==> src/rtl/cpu_run_ctrl.sv <==
// cpu_run_ctrl: run/step controller for the simple MIPS core.
// Holds the core in reset for RST_CYCLES after a controller reset or a restart. It then
// enables the core either continuously (MODE_RUN=1) or for STEP_CYCLES per debounced press
// of KEY_OK. The core is stopped when it raises HALT_REQ.
// Ports:
//   CLK       system clock, rising edge
//   RST       synchronous reset, active-high
//   KEY_OK    raw push-button, active-low, asynchronous to CLK
//   MODE_RUN  1 = free-run, 0 = single-step
//   HALT_REQ  1-cycle pulse from the core: halt instruction retired
//   CPU_EN    core clock enable (registered)
//   CPU_RST   core reset, active-high (registered)
//   STEP_CNT  enabled cycles since the last restart, saturating
//   STATE     current FSM state encoding
//   LED_Out   {halt, run, step, STEP_CNT[0]}
module cpu_run_ctrl #(
  parameter int unsigned DEBOUNCE_CYCLES = 4,
  parameter int unsigned RST_CYCLES      = 4,
  parameter int unsigned STEP_CYCLES     = 1,
  parameter int unsigned CNT_W           = 16
) (
  input  logic             CLK,
  input  logic             RST,
  input  logic             KEY_OK,
  input  logic             MODE_RUN,
  input  logic             HALT_REQ,
  output logic             CPU_EN,
  output logic             CPU_RST,
  output logic [CNT_W-1:0] STEP_CNT,
  output logic [2:0]       STATE,
  output logic [3:0]       LED_Out
);

  localparam int unsigned DB_W = $clog2(DEBOUNCE_CYCLES + 1);
  localparam int unsigned RC_W = $clog2(RST_CYCLES + 1);
  localparam int unsigned SC_W = $clog2(STEP_CYCLES + 1);
  localparam logic [DB_W-1:0] DB_LAST   = DB_W'(DEBOUNCE_CYCLES - 1);
  localparam logic [RC_W-1:0] RC_LAST   = RC_W'(RST_CYCLES - 1);
  localparam logic [SC_W-1:0] STEP_LOAD = SC_W'(STEP_CYCLES);

  typedef enum logic [2:0] {
    S_INIT = 3'b000,
    S_WAIT = 3'b001,
    S_RUN  = 3'b010,
    S_STEP = 3'b011,
    S_HALT = 3'b100
  } state_t;

  state_t          state_q, state_d;
  logic            key_s1, key_s2, key_db, key_db_d, key_press;
  logic [DB_W-1:0] db_cnt;
  logic [RC_W-1:0] init_cnt;
  logic [SC_W-1:0] step_tmr;
  logic [2:0]      led_q;

  // Key path: two-flop synchronizer, then a stability counter. key_db follows key_s2 only
  // after DEBOUNCE_CYCLES consecutive samples that differ from it; any sample equal to
  // key_db restarts the count. key_press is the registered falling edge of key_db.
  always_ff @(posedge CLK) begin
    if (RST) begin
      key_s1    <= 1'b1;
      key_s2    <= 1'b1;
      key_db    <= 1'b1;
      key_db_d  <= 1'b1;
      key_press <= 1'b0;
      db_cnt    <= '0;
    end else begin
      key_s1    <= KEY_OK;
      key_s2    <= key_s1;
      key_db_d  <= key_db;
      key_press <= key_db_d & ~key_db;
      if (key_s2 == key_db) begin
        db_cnt <= '0;
      end else if (db_cnt == DB_LAST) begin
        key_db <= key_s2;
        db_cnt <= '0;
      end else begin
        db_cnt <= db_cnt + 1'b1;
      end
    end
  end

  always_comb begin
    state_d = state_q;
    case (state_q)
      S_INIT: if (init_cnt == RC_LAST) state_d = S_WAIT;
      S_WAIT: begin
        if (MODE_RUN)       state_d = S_RUN;
        else if (key_press) state_d = S_STEP;
      end
      S_RUN: begin
        if (HALT_REQ)       state_d = S_HALT;
        else if (!MODE_RUN) state_d = S_WAIT;
      end
      S_STEP: begin
        if (HALT_REQ)                   state_d = S_HALT;
        else if (step_tmr <= SC_W'(1))  state_d = S_WAIT;
      end
      S_HALT: if (key_press) state_d = S_INIT;
      default: state_d = S_INIT;
    endcase
  end

  // Moore outputs are registered from the next state so they line up with STATE.
  always_ff @(posedge CLK) begin
    if (RST) begin
      state_q  <= S_INIT;
      init_cnt <= '0;
      step_tmr <= '0;
      CPU_EN   <= 1'b0;
      CPU_RST  <= 1'b1;
      STEP_CNT <= '0;
      led_q    <= '0;
    end else begin
      state_q <= state_d;

      if (state_q == S_INIT && state_d == S_INIT) init_cnt <= init_cnt + 1'b1;
      else                                        init_cnt <= '0;

      if (state_d == S_STEP && state_q != S_STEP) step_tmr <= STEP_LOAD;
      else if (state_q == S_STEP)                 step_tmr <= step_tmr - 1'b1;

      CPU_EN  <= (state_d == S_RUN) || (state_d == S_STEP);
      CPU_RST <= (state_d == S_INIT);
      led_q   <= {state_d == S_HALT, state_d == S_RUN, state_d == S_STEP};

      // Cleared on entry to S_INIT so a restart shows zero immediately.
      if (state_d == S_INIT)              STEP_CNT <= '0;
      else if (CPU_EN && STEP_CNT != '1)  STEP_CNT <= STEP_CNT + 1'b1;
    end
  end

  assign STATE   = state_q;
  assign LED_Out = {led_q, STEP_CNT[0]};

endmodule

==> config.mk <==
export PLATFORM = sky130hd
export DESIGN_NAME = cpu_run_ctrl
export DESIGN_NICKNAME = d
export VERILOG_FILES = /design/src/rtl/cpu_run_ctrl.sv
export SDC_FILE = /design/constraint.sdc
export NUM_CORES = 1
export LEC_CHECK = 0
export ABC_CLOCK_PERIOD_IN_PS = 3800
export CAP_MARGIN = 5
export CORE_MARGIN = 5
export CORE_UTILIZATION = 35
export CTS_CLUSTER_SIZE = 10
export DETAILED_ROUTE_END_ITERATION = 12
export PLACE_DENSITY = 0.67
export SKIP_CTS_REPAIR_TIMING = 1
export SLEW_MARGIN = 20
export SYNTH_ARGS = -nofsm -noshare
export SYNTH_HDL_FRONTEND = slang
export SYNTH_SLANG_ARGS = --single-unit
==> constraint.sdc <==
create_clock -name CLK -period 3.8 [get_ports CLK]
set_input_delay 0.76 -clock CLK [delete_from_list [all_inputs] [get_ports CLK]]
set_output_delay 0.76 -clock CLK [all_outputs]
set_load 0.01 [all_outputs]
==> flow_metrics.tcl, run 1 <==
set metrics [dict create \
    outcome "completed" \
    required_ns 3.04 \
    ys_ff_latch 35 \
    layout-drive-gt1-share 0.0885 \
    power.density_nw_per_um2 404 \
    die_x_um 74.7 \
    yosysTopAreaCellShare 0.478 \
    drt-wirelength-per-cell_um 11.7 \
    fin_crit_sh 0.557 \
    seq_area_frac_synth 0.478 \
    synth.most_common_cell "dfxtp_1" \
    cts_tree "yes" \
    grt_start_max_net_pins 18 \
    antenna_found_initial 0 \
    yosys_warnings 0 \
    worstSetupStartpointType "register" \
    grt_usage 0.115 \
    numCtsBuffers 5 \
    synth_edf_count 0 \
    crit_family "buffers and inverters" \
    min_period_ns 2.12 \
    num_vias 1165 \
    cts_max_level 2 \
    dp_hpwl_um 2010 \
    rsz0062_at_grt "false" \
    ys.flop_type "dfxtp_1" \
    fmaxAchievable_mhz 472 \
    fill_cells 405 \
    synth_top_area_cell "dfxtp_1" \
    grt_pass1_vias 1101 \
    clk_latency_ns 0.29 \
    stdcell_count 242 \
    synthTopCellsByArea "dfxtp_1 (48%), nor2_1 (8.2%), xor2_1 (5.4%)" \
    clockBufferDepth 2 \
    drtPass1Iterations 4 \
    slew_violations 0 \
    setup_tns_ns 0 \
    die_h_um 74.7 \
    rrSetupSlack_ns 2.01 \
    finalSetupViolations 0 \
    peakVddDrop_v 0.000303 \
    dpl.cell_count 234 \
    rows 23 \
    cp_slowest_cell "clkdlybuf4s50_1" \
    gp_congestion 0.881 \
    synth_cells 161 \
    io_buffers 29 \
    cap_violations 0 \
    slowest_delay_ns 0.59 \
    n_antenna_cell 0 \
    finalHoldViolCount 0 \
    fin_worst_skew_ns 0.00401 \
    slew_headroom 0.704 \
    hold_path_class "register to register" \
    cts.sinks 35 \
    grt.overflow.total 0 \
    ys_async_sr_fraction 0 \
    syn2layout_area_growth_pct 27.0 \
    drc 0 \
    critPathMaxFanout 7 \
    yosys-top-cells-count "dfxtp_1 (35), nor2_1 (32), nand3_1 (10)" \
    crit_chain "clkdlybuf4s50_1" \
    worstMarginPinSlew_ns 0.441 \
    dieArea_um2 5580 \
    root_buffer "clkbuf_8" \
    cp.arrival_ns 1.36 \
    worstSetupPathType "register to output port" \
    synth_area_um2 1470 \
    p_leak_nw 0.648 \
    syn-mean-instance-area_um2 9.10 \
    start_util 0.364 \
    io_pins 30 \
    synthesis.nets 171 \
    viasPerCell 4.81 \
    netlist-cell-type-count 38 \
    critPathCaptureType "output port" \
    path_clk_slew_ns 0.08 \
    drt-total-wl_um 2820 \
    core-area_um2 4030 \
    path_buf_inv 1 \
    grt_pass1_wl_um 4810 \
    ant_nets 0 \
    nets 201 \
    drtIter0Drc 51 \
]
-- placed cells by master, fill, tap and decap left out, drive strengths merged, types with 6 or more instances in the layout --
master,instances
nand4,8
nand2,7
dfxtp,35
nor3,7
nor2,32
xor2,9
nand3,10
inv,6
clkdlybuf4s50,29
-- kinds of logic (layout without fill, tap and decap cells) --
group	after synthesis	after routing	share of synthesized area
compound gates	13	13	0.0640
xor+xnor	13	13	0.0777
fa+ha+maj	5	5	0.0427
buf+inv	12	43	0.0504
flops	35	35	0.478
simple gates	83	83	0.287
-- where the power goes --
part,leakage [nW],total (mW),switching [mW],internal (mW)
Sequential,0.283,0.396,0.0104,0.386
Combinational,0.320,0.0775,0.0430,0.0345
Clock,0.0443,0.278,0.147,0.131
Total,0.648,0.752,0.201,0.551
-- sequential cells by signal, summed over array words and instances, names as in the netlist --
register   count
CPU_RST        1
key_db         1
db_cnt         3
led_q          3
key_press      1
STATE          3
CPU_EN         1
key_db_d       1
init_cnt       3
key_s1         1
STEP_CNT      16
key_s2         1
-- path summary, 6_finish.rpt --
| kind | endpoint | cells past startpoint | start |
|---|---|---|---|
| setup / recovery | STEP_CNT[13] | 1 | STEP_CNT[13]$_SDFFE_PP0P_ |
| hold / removal | key_s2$_SDFF_PP1_ | 1 | key_s1$_SDFF_PP1_ |
| setup reg to reg | STEP_CNT[4]$_SDFFE_PP0P_ | 7 | init_cnt[0]$_SDFF_PP0_ |
| hold reg to reg | key_s2$_SDFF_PP1_ | 1 | key_s1$_SDFF_PP1_ |
-- area by class of cell --
class | instances | area [um^2] | area share
flip-flops and latches | 35 | 701 | 0.377
repair buffers | 29 | 290 | 0.156
clock inverters | 3 | 25.0 | 0.0134
multi-input cells | 114 | 691 | 0.371
inverters | 6 | 22.5 | 0.0121
well taps | 50 | 62.6 | 0.0336
clock buffers | 5 | 68.8 | 0.0370
-- per-stage QoR --
stage          cell area, um^2  setup WS (ns)  hold WS (ns)  total power [mW]  utilization
2_1_floorplan             1470           2.06         0.389             0.464            -
3_3_place_gp              1770           1.42         0.392             0.482        0.439
3_5_place_dp              1770           1.42         0.397             0.484        0.439
4_1_cts                   1860           1.66         0.416             0.764        0.462
5_1_grt                   1860           1.57         0.451             0.790        0.462
6_report                  1860           1.68         0.411             0.752        0.462
-- routing by layer --
layer	part of all wire	global-route usage
met1	0.46	0.133
met3	0.061	0.0347
met2	0.46	0.187
met4	0.025	0.0652
met5	0	0
Note: power is estimated with default switching activity, not from simulation.
==> inputs of run 2 (changes only) <==
--- a/config.mk
+++ b/config.mk
@@ -5,7 +5,7 @@
 export SDC_FILE = /design/constraint.sdc
 export NUM_CORES = 1
 export LEC_CHECK = 0
-export ABC_CLOCK_PERIOD_IN_PS = 3800
+export ABC_CLOCK_PERIOD_IN_PS = 1950
 export CAP_MARGIN = 5
 export CORE_MARGIN = 5
 export CORE_UTILIZATION = 35
==> constraint.sdc (replaced) <==
create_clock -name CLK -period 1.95 [get_ports CLK]
set_input_delay 0.39 -clock CLK [delete_from_list [all_inputs] [get_ports CLK]]
set_output_delay 0.39 -clock CLK [all_outputs]
set_load 0.01 [all_outputs]
==> run 2 against run 1 <==
  * Clock-buffer cell count up 1
  * Via count rose by 2.9%
  * Final cell count increased by 2.9%
  * Critical endpoint is now STEP_CNT[0]$_SDFFE_PP0P_
==> flow_metrics.tcl, run 2 (same netlist as run 1, synthesis figures left out) <==
set metrics [dict create \
    drc 0 \
    drt-total-wl_um 2930 \
    slew_violations 0 \
    root_buffer "clkbuf_8" \
    fin_worst_skew_ns 0.00328 \
    fin_crit_sh 0.894 \
    core-area_um2 4030 \
    cp_slowest_cell "or4_4" \
    cts.sinks 35 \
    path_clk_slew_ns 0.07 \
    nets 209 \
    dpl.cell_count 242 \
    cap_violations 0 \
    clk_latency_ns 0.28 \
    hold_path_class "register to register" \
    worstSetupPathType "register to register" \
    viasPerCell 4.82 \
    finalSetupViolations 0 \
    grt.overflow.total 0 \
    setup_ws_ns 0.206 \
    grt_pass1_vias 1133 \
    rsz0062_at_grt "false" \
    antenna_found_initial 0 \
    die_x_um 74.7 \
    layout-drive-gt1-share 0.121 \
    peakVddDrop_v 0.000429 \
    layout_commonest_cell "dfxtp_1" \
    fmaxAchievable_mhz 574 \
    grt_usage 0.118 \
    largest_register "STEP_CNT" \
    grt_pass1_wl_um 4910 \
    drtPass1Iterations 4 \
    worstSetupStartpointType "register" \
    dp_slack_ns 0.0434 \
    clockBufferDepth 2 \
    dp_hpwl_um 2140 \
    numCtsBuffers 5 \
    critPathMaxFanout 8 \
    dieArea_um2 5580 \
    n_antenna_cell 0 \
    crit_family "simple AND/OR/NAND/NOR gates" \
    path_buf_inv 0 \
    setup_tns_ns 0 \
    io_pins 30 \
    power.density_nw_per_um2 762 \
    outcome "completed" \
    drt-wirelength-per-cell_um 11.8 \
    start_util 0.364 \
    io_buffers 29 \
    slowest_delay_ns 0.50 \
    num_vias 1199 \
    ant_nets 0 \
    required_ns 2.11 \
    cp.arrival_ns 1.91 \
    gp_congestion 0.868 \
    worstMarginPinSlew_ns 0.461 \
    crit_chain "ha_1, nand4_1, or4_4, nand2_1, xor2_1, nor2_1" \
    finalHoldViolCount 0 \
    grt_start_max_net_pins 18 \
    syn2layout_area_growth_pct 30.7 \
    rows 23 \
    critPathCaptureType "register" \
    p_leak_nw 0.691 \
    die_h_um 74.7 \
    largest_reg_flops 16 \
    stdcell_count 249 \
    cts_tree "yes" \
    drtIter0Drc 39 \
    mostFrequentLayoutCells "dfxtp_1 (35), nor2_1 (32), clkdlybuf4s50_1 (29)" \
    slew_headroom 0.690 \
    min_period_ns 1.74 \
    cts_max_level 2 \
]
==> run 2: cell types whose count changed in the layout (fill, tap and decap cells not counted) <==
cell | before | now
clkbuf_8 | 5 | 6
clkinvlp_4 | 1 | 0
buf_4 | 0 | 8
clkinv_4 | 2 | 0
clkinv_2 | 0 | 1
==> run 2: report_power, final <==
part / internal (mW) / switching [mW] / total, mW
Combinational: 0.0770 / 0.0878 / 0.165
Clock: 0.277 / 0.244 / 0.521
Sequential: 0.753 / 0.0199 / 0.773
==> run 2: metal layers <==
metal / GRT usage / vias up / share of wire
met2: 0.196 / 28 / 0.47
met3: 0.0360 / 5 / 0.061
met5: 0 / - / 0
li1: - / 624 / -
met4: 0.0652 / 0 / 0.012
met1: 0.135 / 542 / 0.46
==> run 2: path summary, 6_finish.rpt <==
path	from	endpoint	slack, ns	cells past startpoint
min reg2reg	key_s1$_SDFF_PP1_	key_s2$_SDFF_PP1_	0.41	1
max reg2reg	STEP_CNT[1]$_SDFFE_PP0P_	STEP_CNT[0]$_SDFFE_PP0P_	0.21	6
max	STEP_CNT[1]$_SDFFE_PP0P_	STEP_CNT[0]$_SDFFE_PP0P_	0.21	6
min	key_s1$_SDFF_PP1_	key_s2$_SDFF_PP1_	0.41	1
==> run 2: cell type report <==
cell class                      count  area [um^2]
Clock inverter                      1         5.00
Sequential cell                    35          701
Tap cell                           50         62.6
Multi-Input combinational cell    114          691
Inverter                            6         22.5
Fill cell                         397         2110
Clock buffer                        6         82.6
Timing Repair Buffer               37          350
==> run 2: per-stage QoR <==
step	area (um^2)	util	hold slack (ns)	power [mW]
2_1_floorplan	1470	-	0.389	0.905
3_3_place_gp	1830	0.453	0.393	0.952
3_5_place_dp	1830	0.453	0.399	0.956
4_1_cts	1910	0.475	0.415	1.49
5_1_grt	1910	0.475	0.425	1.55
6_report	1910	0.475	0.414	1.46
